### src/rtl/shift_reg_seq.sv
// Command sequencer in front of the systolic-array operand shift register.
// FILL streams words in, PLOAD pulses a parallel load, DRAIN rotates the words out.
module shift_reg_seq #(
    parameter int DATA_WIDTH = 8,
    parameter int LENGTH     = 4
) (
    input  logic                         clk,
    input  logic                         reset_n,
    input  logic                         cmd_valid,
    output logic                         cmd_ready,
    input  logic [1:0]                   cmd_op,
    input  logic                         s_valid,
    output logic                         s_ready,
    input  logic signed [DATA_WIDTH-1:0] s_data,
    output logic                         m_valid,
    input  logic                         m_ready,
    output logic signed [DATA_WIDTH-1:0] m_data,
    output logic [1:0]                   ctrl_code,
    output logic signed [DATA_WIDTH-1:0] data_write,
    input  logic signed [DATA_WIDTH-1:0] data_read,
    output logic                         busy,
    output logic                         op_done
);
    localparam int CW = (LENGTH > 1) ? $clog2(LENGTH) : 1;
    localparam logic [CW-1:0] LAST = CW'(LENGTH - 1);

    localparam logic [1:0] CODE_UPLOAD = 2'd0;
    localparam logic [1:0] CODE_LOAD   = 2'd1;
    localparam logic [1:0] CODE_WRITE  = 2'd2;
    localparam logic [1:0] CODE_READ   = 2'd3;

    typedef enum logic [2:0] {
        S_IDLE,
        S_FILL,
        S_PLOAD,
        S_DR_ISSUE,
        S_DR_OUT
    } state_t;

    state_t          r_state;
    state_t          w_state_next;
    logic [CW-1:0]   r_count;
    logic [CW-1:0]   w_count_next;
    logic            r_op_done;
    logic            w_op_done_next;
    logic            w_last;

    always_ff @(posedge clk or negedge reset_n) begin
        if (!reset_n) begin
            r_state   <= S_IDLE;
            r_count   <= '0;
            r_op_done <= 1'b0;
        end else begin
            r_state   <= w_state_next;
            r_count   <= w_count_next;
            r_op_done <= w_op_done_next;
        end
    end

    assign w_last = (r_count == LAST);

    // Every non-IDLE code is tied to its state, so an async reset forces UPLOAD at once.
    always_comb begin
        w_state_next   = r_state;
        w_count_next   = r_count;
        w_op_done_next = 1'b0;
        cmd_ready      = 1'b0;
        s_ready        = 1'b0;
        m_valid        = 1'b0;
        m_data         = '0;
        ctrl_code      = CODE_UPLOAD;
        data_write     = '0;
        case (r_state)
            S_IDLE: begin
                cmd_ready = 1'b1;
                if (cmd_valid) begin
                    w_count_next = '0;
                    case (cmd_op)
                        2'd0:    w_state_next = S_FILL;
                        2'd1:    w_state_next = S_PLOAD;
                        2'd2:    w_state_next = S_DR_ISSUE;
                        default: w_op_done_next = 1'b1;
                    endcase
                end
            end
            S_FILL: begin
                s_ready = 1'b1;
                if (s_valid) begin
                    ctrl_code  = CODE_WRITE;
                    data_write = s_data;
                    if (w_last) begin
                        w_count_next   = '0;
                        w_state_next   = S_IDLE;
                        w_op_done_next = 1'b1;
                    end else begin
                        w_count_next = r_count + CW'(1);
                    end
                end
            end
            S_PLOAD: begin
                ctrl_code      = CODE_LOAD;
                w_state_next   = S_IDLE;
                w_op_done_next = 1'b1;
            end
            S_DR_ISSUE: begin
                ctrl_code    = CODE_READ;
                w_state_next = S_DR_OUT;
            end
            S_DR_OUT: begin
                // data_read stays put here because no READ is issued while waiting.
                m_valid = 1'b1;
                m_data  = data_read;
                if (m_ready) begin
                    if (w_last) begin
                        w_count_next   = '0;
                        w_state_next   = S_IDLE;
                        w_op_done_next = 1'b1;
                    end else begin
                        w_count_next = r_count + CW'(1);
                        w_state_next = S_DR_ISSUE;
                    end
                end
            end
            default: w_state_next = S_IDLE;
        endcase
    end

    assign busy    = (r_state != S_IDLE);
    assign op_done = r_op_done;

endmodule

### config.mk
export PLATFORM = sky130hd
export DESIGN_NAME = shift_reg_seq
export DESIGN_NICKNAME = d
export VERILOG_FILES = /design/src/rtl/shift_reg_seq.sv
export SDC_FILE = /design/constraint.sdc
export NUM_CORES = 1
export LEC_CHECK = 0
export ABC_CLOCK_PERIOD_IN_PS = 1850
export CAP_MARGIN = 20
export CORE_AREA = 2 2 51 44
export DETAILED_ROUTE_END_ITERATION = 12
export DIE_AREA = 0 0 53 46
export PLACE_DENSITY = 0.74
export REMOVE_ABC_BUFFERS = 1
export SYNTH_ARGS = -nofsm -noshare
export SYNTH_HDL_FRONTEND = slang
export SYNTH_SLANG_ARGS = --single-unit
### constraint.sdc
create_clock -name clk -period 1.85 [get_ports clk]
set_input_delay 0.2775 -clock clk [delete_from_list [all_inputs] [get_ports clk]]
set_output_delay 0.2775 -clock clk [all_outputs]
set_load 0.02 [all_outputs]
; ---- Word level (Yosys, flattened, before mapping)
; Index checks and enable logic that the tools add are counted.
[totals]
ff_bits = 6
input_bits = 23
out_inout_bits = 23
wordCells = 49
[op_classes]
n_addsub = 1
eq_ne = 12
mux = 26
reduce_logical = 7
[ops]
columns = cell, n
row1 = $mux 8, 3
row2 = $mux 2, 6
row3 = $mux 3, 4
row4 = $pmux 2 s3, 2
row5 = $pmux 3 s4, 1
row6 = $pmux 3 s3, 1
row7 = $mux 1, 8
row8 = $ne 2x2->1 const B, 4
row9 = $eq 3x2->1 const B, 2
row10 = $reduce_bool 3->1, 2
row11 = $reduce_and 5->1, 1
row12 = $eq 2x2->1 const B, 2
row13 = $ne 4x1->1 const B, 1
row14 = $pmux 1 s4, 1
row15 = $reduce_and 4->1, 1
row16 = $eq 3x1->1 const B, 1
row17 = $eq 3x3->1 const B, 1
row18 = $logic_not 3->1, 1
row19 = $reduce_or 3->1, 1
row20 = $add 2x1->2 const B, 1
row21 = $eq 2x1->1 const B, 1
row22 = $logic_not 2->1, 1

; ---- Longest topological paths before layout
; Gate-level depths: netlist of run 1.
[logic_depth]
word_depth = 5
mapped_depth = 5
mapped_depth_nobuf = 5

; ---- Worst setup path after synthesis of run 1
; Ideal clock, no wire load.
[synth_path]
kind = flip-flop to output port
startpoint = register r_state[2]
endpoint = output busy
arrival_time_ns = 1.487
required_time_ns = 1.572
slack_ns = 0.085
path_stages_with_launch = 5
n_path_buf = 2
cell_sequence = dfrtp_1 > buf_2 > clkbuf_1 > nor3_1 > inv_1
[synth_via]
elab_chain_len = 1
[synth_rtl]
columns = item, line
row1 = "start, declared", 40  ; state_t r_state;
row2 = "start signal, assigned", 54  ; r_state <= w_state_next;
row3 = $reduce_bool 3->1, 128  ; assign busy = (r_state != S_IDLE);
row4 = "end, declared", 21  ; output logic busy,
; No other way between the ends.

; ---- Final worst setup path of run 1
[layout_path]
startpoint = input s_valid
endpoint = output data_write[4]
[layout_via]
elab_chain_len = 2
[layout_rtl]
columns = item, line
row1 = "start, declared", 12  ; input logic s_valid,
row2 = $mux 8, 88  ; if (s_valid) begin
row3 = $mux 8, 73  ; case (r_state)
row4 = "end, declared", 19  ; output logic signed [DATA_WIDTH-1:0] data_write,
; No other way between the ends.

==> impl_metrics.prom, run 1 <==
# TYPE chip_impl_metric gauge
chip_impl_metric{name="power_switching_share",unit="%"} 42.1
chip_impl_metric{name="clkSlewWorstSetupHoldPaths",unit="ps"} 50
chip_impl_metric{name="finalHoldViolations",unit=""} 0
chip_impl_info{name="critical_path.reg2reg.endpoint",value="r_count[1]"} 1
chip_impl_metric{name="floorplan.die_area",unit="mm^2"} 0.00244
chip_impl_metric{name="wire_per_inst",unit="um"} 12.9
chip_impl_metric{name="pin_count_of_the_biggest_net_entering_global_routing",unit=""} 16
chip_impl_metric{name="ant_cells",unit=""} 0
chip_impl_metric{name="cp_data_arrival_time",unit="ps"} 1520
chip_impl_metric{name="post_synth_instance_area",unit="um^2"} 578
chip_impl_metric{name="remaining_global_route_overflow",unit=""} 0
chip_impl_metric{name="starting_density",unit="%"} 29.3
chip_impl_metric{name="report.final.slew_viol_count",unit=""} 0
chip_impl_metric{name="first_iter_violations",unit=""} 7
chip_impl_metric{name="dpl_worst_slack",unit="ps"} -327
chip_impl_metric{name="tritoncts_num_sinks",unit=""} 6
chip_impl_metric{name="detail_route.first_pass.iterations",unit=""} 4
chip_impl_metric{name="die_span_in_x",unit="um"} 53
chip_impl_metric{name="dpl-instance-area",unit="mm^2"} 0.00111
chip_impl_metric{name="slew_headroom",unit="%"} 79.9
chip_impl_metric{name="postCtsSetupRepairBufs",unit=""} 0
chip_impl_metric{name="worstRegToRegCells",unit=""} 4
chip_impl_metric{name="clockBufferDepth",unit=""} 2
chip_impl_info{name="synth_largest_area_cell",value="sky130_fd_sc_hd__dfrtp_1"} 1
chip_impl_metric{name="vias",unit=""} 714
chip_impl_metric{name="synth_cell_type_count",unit=""} 25
chip_impl_metric{name="gate_count_of_the_mapped_netlist",unit=""} 67
chip_impl_metric{name="smallest_setup_slack_after_layout",unit="ps"} 47.7
chip_impl_metric{name="post_route_cells_drive_above_1_share",unit="%"} 21.7
chip_impl_metric{name="final_area",unit="mm^2"} 0.00114
chip_impl_metric{name="worst-r2r-setup-slack",unit="ps"} 250
chip_impl_metric{name="netSwitchingPower",unit="uW"} 457
chip_impl_metric{name="grt_pass1_vias",unit=""} 684
chip_impl_metric{name="avgSynthCellArea",unit="um^2"} 8.63
chip_impl_metric{name="holdWs",unit="ps"} 280
chip_impl_metric{name="syn2layout_area_growth",unit="%"} 96.8
chip_impl_metric{name="ys.warnings.count",unit=""} 0
chip_impl_metric{name="yosys.area.top_type_share",unit="%"} 26.0
chip_impl_metric{name="coreArea",unit="mm^2"} 0.00197
chip_impl_metric{name="grt.total_usage",unit="%"} 16.5
chip_impl_metric{name="postCtsHoldBufs",unit=""} 0
chip_impl_info{name="setup.worst_path.end",value="data_write[4]"} 1
chip_impl_metric{name="drtAntennaViolNets",unit=""} 0
chip_impl_info{name="critical_path.reg2reg.startpoint",value="r_state[2]"} 1
chip_impl_info{name="ys_dominant_reg_cell",value="sky130_fd_sc_hd__dfrtp_1"} 1
chip_impl_metric{name="routabilityCongestion",unit=""} 0.696
chip_impl_metric{name="yosys_register_bits",unit=""} 6
chip_impl_metric{name="cap_viol_max_count",unit=""} 0
chip_impl_metric{name="nNetsFinal",unit=""} 151
chip_impl_metric{name="synth-seq-area-share",unit="%"} 26.0
chip_impl_metric{name="final.min_clock_period",unit="ps"} 1800
chip_impl_metric{name="finalPower",unit="mW"} 1.09
chip_impl_metric{name="tightest_slew",unit="ps"} 301
chip_impl_metric{name="multi_input_area",unit="um^2"} 397
chip_impl_metric{name="ctsHtreeMaxLevel",unit=""} 1
chip_impl_info{name="hold_path_class",value="in2async"} 1
chip_impl_metric{name="final_period_util",unit="%"} 97.4
chip_impl_metric{name="async_reset_ff_share",unit="%"} 100
chip_impl_metric{name="setup_violations",unit=""} 0
chip_impl_metric{name="final_core_utilization",unit="%"} 57.7
chip_impl_metric{name="final_cell_count_no_fill",unit=""} 145
chip_impl_metric{name="timing.clock.skew",unit="ps"} 5.45
chip_impl_metric{name="pwr-share-comb",unit="%"} 68.2
chip_impl_info{name="outcome",value="complete, no violations"} 1
chip_impl_metric{name="numPortBuffers",unit=""} 45
chip_impl_metric{name="placementRows",unit=""} 15
chip_impl_info{name="root_buffer",value="sky130_fd_sc_hd__clkbuf_4"} 1
chip_impl_metric{name="fillers",unit=""} 186
chip_impl_metric{name="cellPowerDensity",unit="mW/mm^2"} 955
chip_impl_metric{name="internal-power",unit="uW"} 629
chip_impl_metric{name="synth_enable_flop_cells",unit=""} 0
chip_impl_metric{name="route.detailed.vias_per_inst",unit=""} 4.92
chip_impl_metric{name="seq_area",unit="um^2"} 150
chip_impl_metric{name="sequentialPowerShare",unit="%"} 20.5
chip_impl_info{name="tritoncts",value="done"} 1
chip_impl_metric{name="placed_cells",unit=""} 141
chip_impl_info{name="post_synth_main_area_contributors",value="sky130_fd_sc_hd__dfrtp_1 26%, sky130_fd_sc_hd__ha_1 13%, sky130_fd_sc_hd__and3_1 9.7%"} 1
chip_impl_info{name="cp-start-kind",value="primary input"} 1
chip_impl_metric{name="maximum_operating_frequency",unit="MHz"} 555
chip_impl_metric{name="clkLatencyLatePin",unit="ps"} 250
chip_impl_metric{name="die-height",unit="um"} 46
chip_impl_metric{name="timing.setup.tns",unit="ps"} 0
chip_impl_info{name="crit_path_end_kind",value="primary output"} 1
chip_impl_metric{name="clock_power_share",unit="%"} 11.4
chip_impl_metric{name="dp_hpwl",unit="mm"} 1.50
chip_impl_metric{name="detailed_route_wire_length",unit="mm"} 1.87
chip_impl_metric{name="grt_pass1_wl",unit="mm"} 2.84
chip_impl_info{name="crit_path_start",value="s_valid"} 1
chip_impl_metric{name="numCtsBuffers",unit=""} 3
chip_impl_metric{name="critical_path.max_fanout",unit=""} 5
chip_impl_metric{name="power.ir.vdd_worst",unit="mV"} 0.463
chip_impl_metric{name="p_leak",unit="nW"} 0.589
chip_impl_metric{name="ios",unit=""} 46
chip_impl_metric{name="drc_errors",unit=""} 0
chip_impl_metric{name="grt_antenna_before_repair",unit=""} 0
chip_impl_info{name="worst-setup-path-type",value="in2out"} 1
chip_impl_metric{name="timing.critical_path.required",unit="ps"} 1570
[cell usage after synthesis (2+ instances only)]
| cell | count |
|---|---|
| sky130_fd_sc_hd__and3_1 | 9 |
| sky130_fd_sc_hd__and2_1 | 8 |
| sky130_fd_sc_hd__dfrtp_1 | 6 |
| sky130_fd_sc_hd__ha_1 | 6 |
| sky130_fd_sc_hd__buf_2 | 5 |
| sky130_fd_sc_hd__inv_1 | 4 |
| sky130_fd_sc_hd__mux2_2 | 3 |
| sky130_fd_sc_hd__nor3b_1 | 3 |
| sky130_fd_sc_hd__a211oi_1 | 2 |
| sky130_fd_sc_hd__nand2_1 | 2 |
| sky130_fd_sc_hd__nand2b_1 | 2 |
| sky130_fd_sc_hd__nand3b_1 | 2 |
| sky130_fd_sc_hd__nor2_1 | 2 |
| sky130_fd_sc_hd__o21ai_0 | 2 |
[critical path: stages]
cell and delay (ps):
sky130_fd_sc_hd__clkdlybuf4s50_1 550, sky130_fd_sc_hd__and4bb_2 300, sky130_fd_sc_hd__and2_1 140, sky130_fd_sc_hd__clkdlybuf4s15_2 260
[state kept, by name, indices dropped and copies added (netlist names)]
name	flops
op_done	1
r_state	3
r_count	2
[cells in the final DEF (no fill, tap or decap), types with 4 or more instances in the layout]
| cell | netlist | final |
|---|---|---|
| sky130_fd_sc_hd__and2_1 | 8 | 8 |
| sky130_fd_sc_hd__inv_1 | 4 | 4 |
| sky130_fd_sc_hd__clkdlybuf4s50_1 | 0 | 23 |
| sky130_fd_sc_hd__buf_4 | 0 | 10 |
| sky130_fd_sc_hd__clkdlybuf4s15_1 | 0 | 5 |
| sky130_fd_sc_hd__clkdlybuf4s15_2 | 0 | 7 |
| sky130_fd_sc_hd__dlygate4sd2_1 | 0 | 8 |
| sky130_fd_sc_hd__dfrtp_1 | 6 | 6 |
| sky130_fd_sc_hd__and3_1 | 9 | 9 |
| sky130_fd_sc_hd__ha_1 | 6 | 6 |
[power groups by stage]
stage / registers, mW / logic [mW] / clock network [mW]
final: 0.222 / 0.740 / 0.123
after global routing: 0.231 / 0.810 / 0.138
after CTS: 0.216 / 0.742 / 0.129
after detailed placement: 0.217 / 0.795 / 0
after global placement: 0.217 / 0.773 / 0
after floorplan: 0.237 / 0.378 / 0
[area by class of cell]
type | count | share of cell area [%]
well taps | 25 | 2.75
flip-flops and latches | 6 | 13.2
clock buffers | 3 | 1.98
multi-input cells | 52 | 34.9
inverters | 4 | 1.32
repair buffers | 55 | 45.9
[cell families after synthesis]
group           after synthesis  share of synthesized area (%)
simple gates                 33                           36.1
flops                         6                           26.0
mux                           3                           5.84
buf+inv                      10                           7.57
xor+xnor                      1                           1.52
fa+ha+maj                     6                           13.0
compound gates                8                           9.96
[how the worst min path moves through the flow]
stage               startpoint          to  slack, ps  cells after the start
floorplan              reset_n     op_done        -20                      0
global route           reset_n  r_count[1]        310                      1
detailed placement  r_count[1]  r_count[1]        510                      1
finish                 reset_n  r_state[0]        280                      1
global placement    r_count[1]  r_count[1]        500                      1
CTS                    reset_n     op_done        290                      1
[per-layer routing]
layer	share of wire (%)	wire, um	vias to the layer above	global-route usage, %
met3	14	270	5	6.58
li1	-	-	340	-
met4	2.2	42	0	10.8
met1	38	703	325	16.0
met5	0	0	-	0
met2	46	851	44	29.3
[repair_timing]
action,in CTS,in global routing
pin swaps,0,0
hold endpoints to repair,0,0
endpoints found under the setup margin,21,11
gates resized for setup,36,7
cloned,0,1
Note: power is estimated with default switching activity, not from simulation.
==> run 2: changes to the inputs <==
PLACE_DENSITY = 0.82   (was 0.74)
==> run 2 against run 1 <==
Maximum frequency is 2.0% higher. Global-route usage shrank 1.1 points. Clock power hardly changed. First-iteration DRC count grew 29%. Combinational power shrank 3.4%. Critical path type is now reg2out. Critical endpoint is now m_data[7]. Largest power group unchanged. Highest routed layer unchanged.
==> impl_metrics.prom, run 2 (synthesized netlist as in run 1, its figures left out) <==
# TYPE chip_impl_metric gauge
chip_impl_info{name="outcome",value="complete, no violations"} 1
chip_impl_metric{name="clkLatencyLatePin",unit="ps"} 250
chip_impl_metric{name="floorplan.die_area",unit="mm^2"} 0.00244
chip_impl_metric{name="grt_antenna_before_repair",unit=""} 0
chip_impl_metric{name="final_period_util",unit="%"} 95.5
chip_impl_info{name="rsz0062_at_grt",value="no"} 1
chip_impl_info{name="tritoncts",value="done"} 1
chip_impl_metric{name="timing.setup.tns",unit="ps"} 0
chip_impl_metric{name="dpl_worst_slack",unit="ps"} -256
chip_impl_metric{name="placed_cells",unit=""} 143
chip_impl_metric{name="grt_pass1_vias",unit=""} 637
chip_impl_metric{name="slew_headroom",unit="%"} 82.3
chip_impl_metric{name="starting_density",unit="%"} 29.3
chip_impl_metric{name="drtAntennaViolNets",unit=""} 0
chip_impl_metric{name="clkSlewWorstSetupHoldPaths",unit="ps"} 50
chip_impl_metric{name="post_route_cells_drive_above_1_share",unit="%"} 25.4
chip_impl_metric{name="crit_buf_inv",unit=""} 2
chip_impl_metric{name="timing.critical_path.required",unit="ps"} 1570
chip_impl_metric{name="routabilityCongestion",unit=""} 0.803
chip_impl_metric{name="numPortBuffers",unit=""} 45
chip_impl_metric{name="final_core_utilization",unit="%"} 56.0
chip_impl_metric{name="tritoncts_num_sinks",unit=""} 6
chip_impl_metric{name="cellPowerDensity",unit="mW/mm^2"} 967
chip_impl_metric{name="critical_path.max_stage_delay",unit="ps"} 460
chip_impl_metric{name="final.min_clock_period",unit="ps"} 1770
chip_impl_metric{name="cp_data_arrival_time",unit="ps"} 1490
chip_impl_info{name="cp_max_delay_cell",value="sky130_fd_sc_hd__dfrtp_1"} 1
chip_impl_metric{name="grt.total_usage",unit="%"} 15.4
chip_impl_metric{name="remaining_global_route_overflow",unit=""} 0
chip_impl_metric{name="holdWs",unit="ps"} 266
chip_impl_metric{name="placementRows",unit=""} 15
chip_impl_metric{name="cap_viol_max_count",unit=""} 0
chip_impl_metric{name="finalHoldViolations",unit=""} 0
chip_impl_info{name="largest_register",value="r_state"} 1
chip_impl_metric{name="critical_path.max_fanout",unit=""} 11
chip_impl_metric{name="tightest_slew",unit="ps"} 265
chip_impl_metric{name="die-height",unit="um"} 46
chip_impl_metric{name="grt_pass1_wl",unit="mm"} 2.72
chip_impl_metric{name="setup_violations",unit=""} 0
chip_impl_metric{name="numCtsBuffers",unit=""} 3
chip_impl_metric{name="maximum_operating_frequency",unit="MHz"} 566
chip_impl_metric{name="syn2layout_area_growth",unit="%"} 90.9
chip_impl_info{name="worstPathCellList",value="nor2_1, buf_4, and3_1, clkdlybuf4s15_1"} 1
chip_impl_metric{name="ctsHtreeMaxLevel",unit=""} 1
chip_impl_metric{name="final_area",unit="mm^2"} 0.00110
chip_impl_metric{name="p_leak",unit="nW"} 0.596
chip_impl_metric{name="fillers",unit=""} 186
chip_impl_info{name="hold_path_class",value="in2async"} 1
chip_impl_metric{name="dp_hpwl",unit="mm"} 1.48
chip_impl_metric{name="nNetsFinal",unit=""} 153
chip_impl_info{name="crit_path_end_kind",value="primary output"} 1
chip_impl_metric{name="vias",unit=""} 700
chip_impl_metric{name="detailed_route_wire_length",unit="mm"} 1.87
chip_impl_info{name="most_frequent_standard_cell_in_the_layout_excluding_fill_and_tap_cells",value="sky130_fd_sc_hd__clkdlybuf4s50_1"} 1
chip_impl_metric{name="die_span_in_x",unit="um"} 53
chip_impl_metric{name="coreArea",unit="mm^2"} 0.00197
chip_impl_metric{name="final_cell_count_no_fill",unit=""} 147
chip_impl_info{name="cp_top_family",value="buffers and inverters"} 1
chip_impl_metric{name="dpl-instance-area",unit="mm^2"} 0.00112
chip_impl_metric{name="finalPower",unit="mW"} 1.07
chip_impl_metric{name="postCtsHoldBufs",unit=""} 0
chip_impl_metric{name="route.detailed.vias_per_inst",unit=""} 4.76
chip_impl_metric{name="smallest_setup_slack_after_layout",unit="ps"} 82.8
chip_impl_info{name="worst-setup-path-type",value="reg2out"} 1
chip_impl_info{name="root_buffer",value="sky130_fd_sc_hd__clkbuf_4"} 1
chip_impl_metric{name="ios",unit=""} 46
chip_impl_metric{name="detail_route.first_pass.iterations",unit=""} 4
chip_impl_metric{name="pin_count_of_the_biggest_net_entering_global_routing",unit=""} 19
chip_impl_metric{name="report.final.slew_viol_count",unit=""} 0
chip_impl_metric{name="power.ir.vdd_worst",unit="mV"} 0.508
chip_impl_metric{name="drc_errors",unit=""} 0
chip_impl_metric{name="clockBufferDepth",unit=""} 2
chip_impl_metric{name="largest_register_ffs",unit=""} 3
chip_impl_metric{name="wire_per_inst",unit="um"} 12.7
chip_impl_info{name="most-common-layout-cells",value="21 x sky130_fd_sc_hd__clkdlybuf4s50_1, 12 x sky130_fd_sc_hd__buf_4, 10 x sky130_fd_sc_hd__clkbuf_2, 9 x sky130_fd_sc_hd__and3_1, 8 x sky130_fd_sc_hd__and2_1"} 1
chip_impl_metric{name="first_iter_violations",unit=""} 9
chip_impl_metric{name="ant_cells",unit=""} 0
chip_impl_metric{name="timing.clock.skew",unit="ps"} 9.95
chip_impl_info{name="cp-start-kind",value="flop"} 1
## run 2: worst reg2reg max path: cells and delay by family (launching register included)
family | cells | cell delay, ps
buffers and inverters | 1 | 230
flip-flops | 1 | 420
AO/OA/AOI/OAI | 1 | 190
multiplexers | 2 | 740
## run 2: repair_timing
item / in CTS / in global routing
setup endpoints to repair: 21 / 17
resized for setup: 22 / 29
pin swaps: 1 / 1
cloned: 1 / 0
buffers inserted: 0 / 0
## run 2: area by class of cell
cell class | count | area [um^2] | share of cell area (%)
flip-flops and latches | 6 | 150 | 13.6
inverters | 4 | 15.0 | 1.36
well taps | 25 | 31.3 | 2.83
repair buffers | 57 | 488 | 44.2
clock buffers | 3 | 22.5 | 2.04
multi-input cells | 52 | 397 | 35.9
## run 2: worst paths after layout
check / depth (start not counted) / start / endpoint / slack (ps)
setup reg to reg: 4 / r_state[2] / r_count[1] / 140
hold / removal: 1 / reset_n / op_done / 270
min in group clk: 1 / r_count[0] / r_count[0] / 550
max in group asynchronous: 1 / reset_n / r_state[1] / 1360
setup / recovery: 4 / r_state[0] / m_data[7] / 80
hold reg to reg: 1 / r_count[0] / r_count[0] / 550
## run 2: power breakdown
group	switching, mW	internal, mW	leakage, nW
Sequential	0.0530	0.179	0.0788
Clock	0.0464	0.0733	0.0138
Combinational	0.361	0.355	0.503
Total	0.460	0.606	0.596
## run 2: metal layers
metal | wire (um) | up-vias | GRT usage (%)
li1 | - | 346 | -
met1 | 755 | 323 | 16.5
met2 | 927 | 29 | 27.8
met3 | 173 | 2 | 4.61
met4 | 13 | 0 | 7.69
met5 | 0 | - | 0
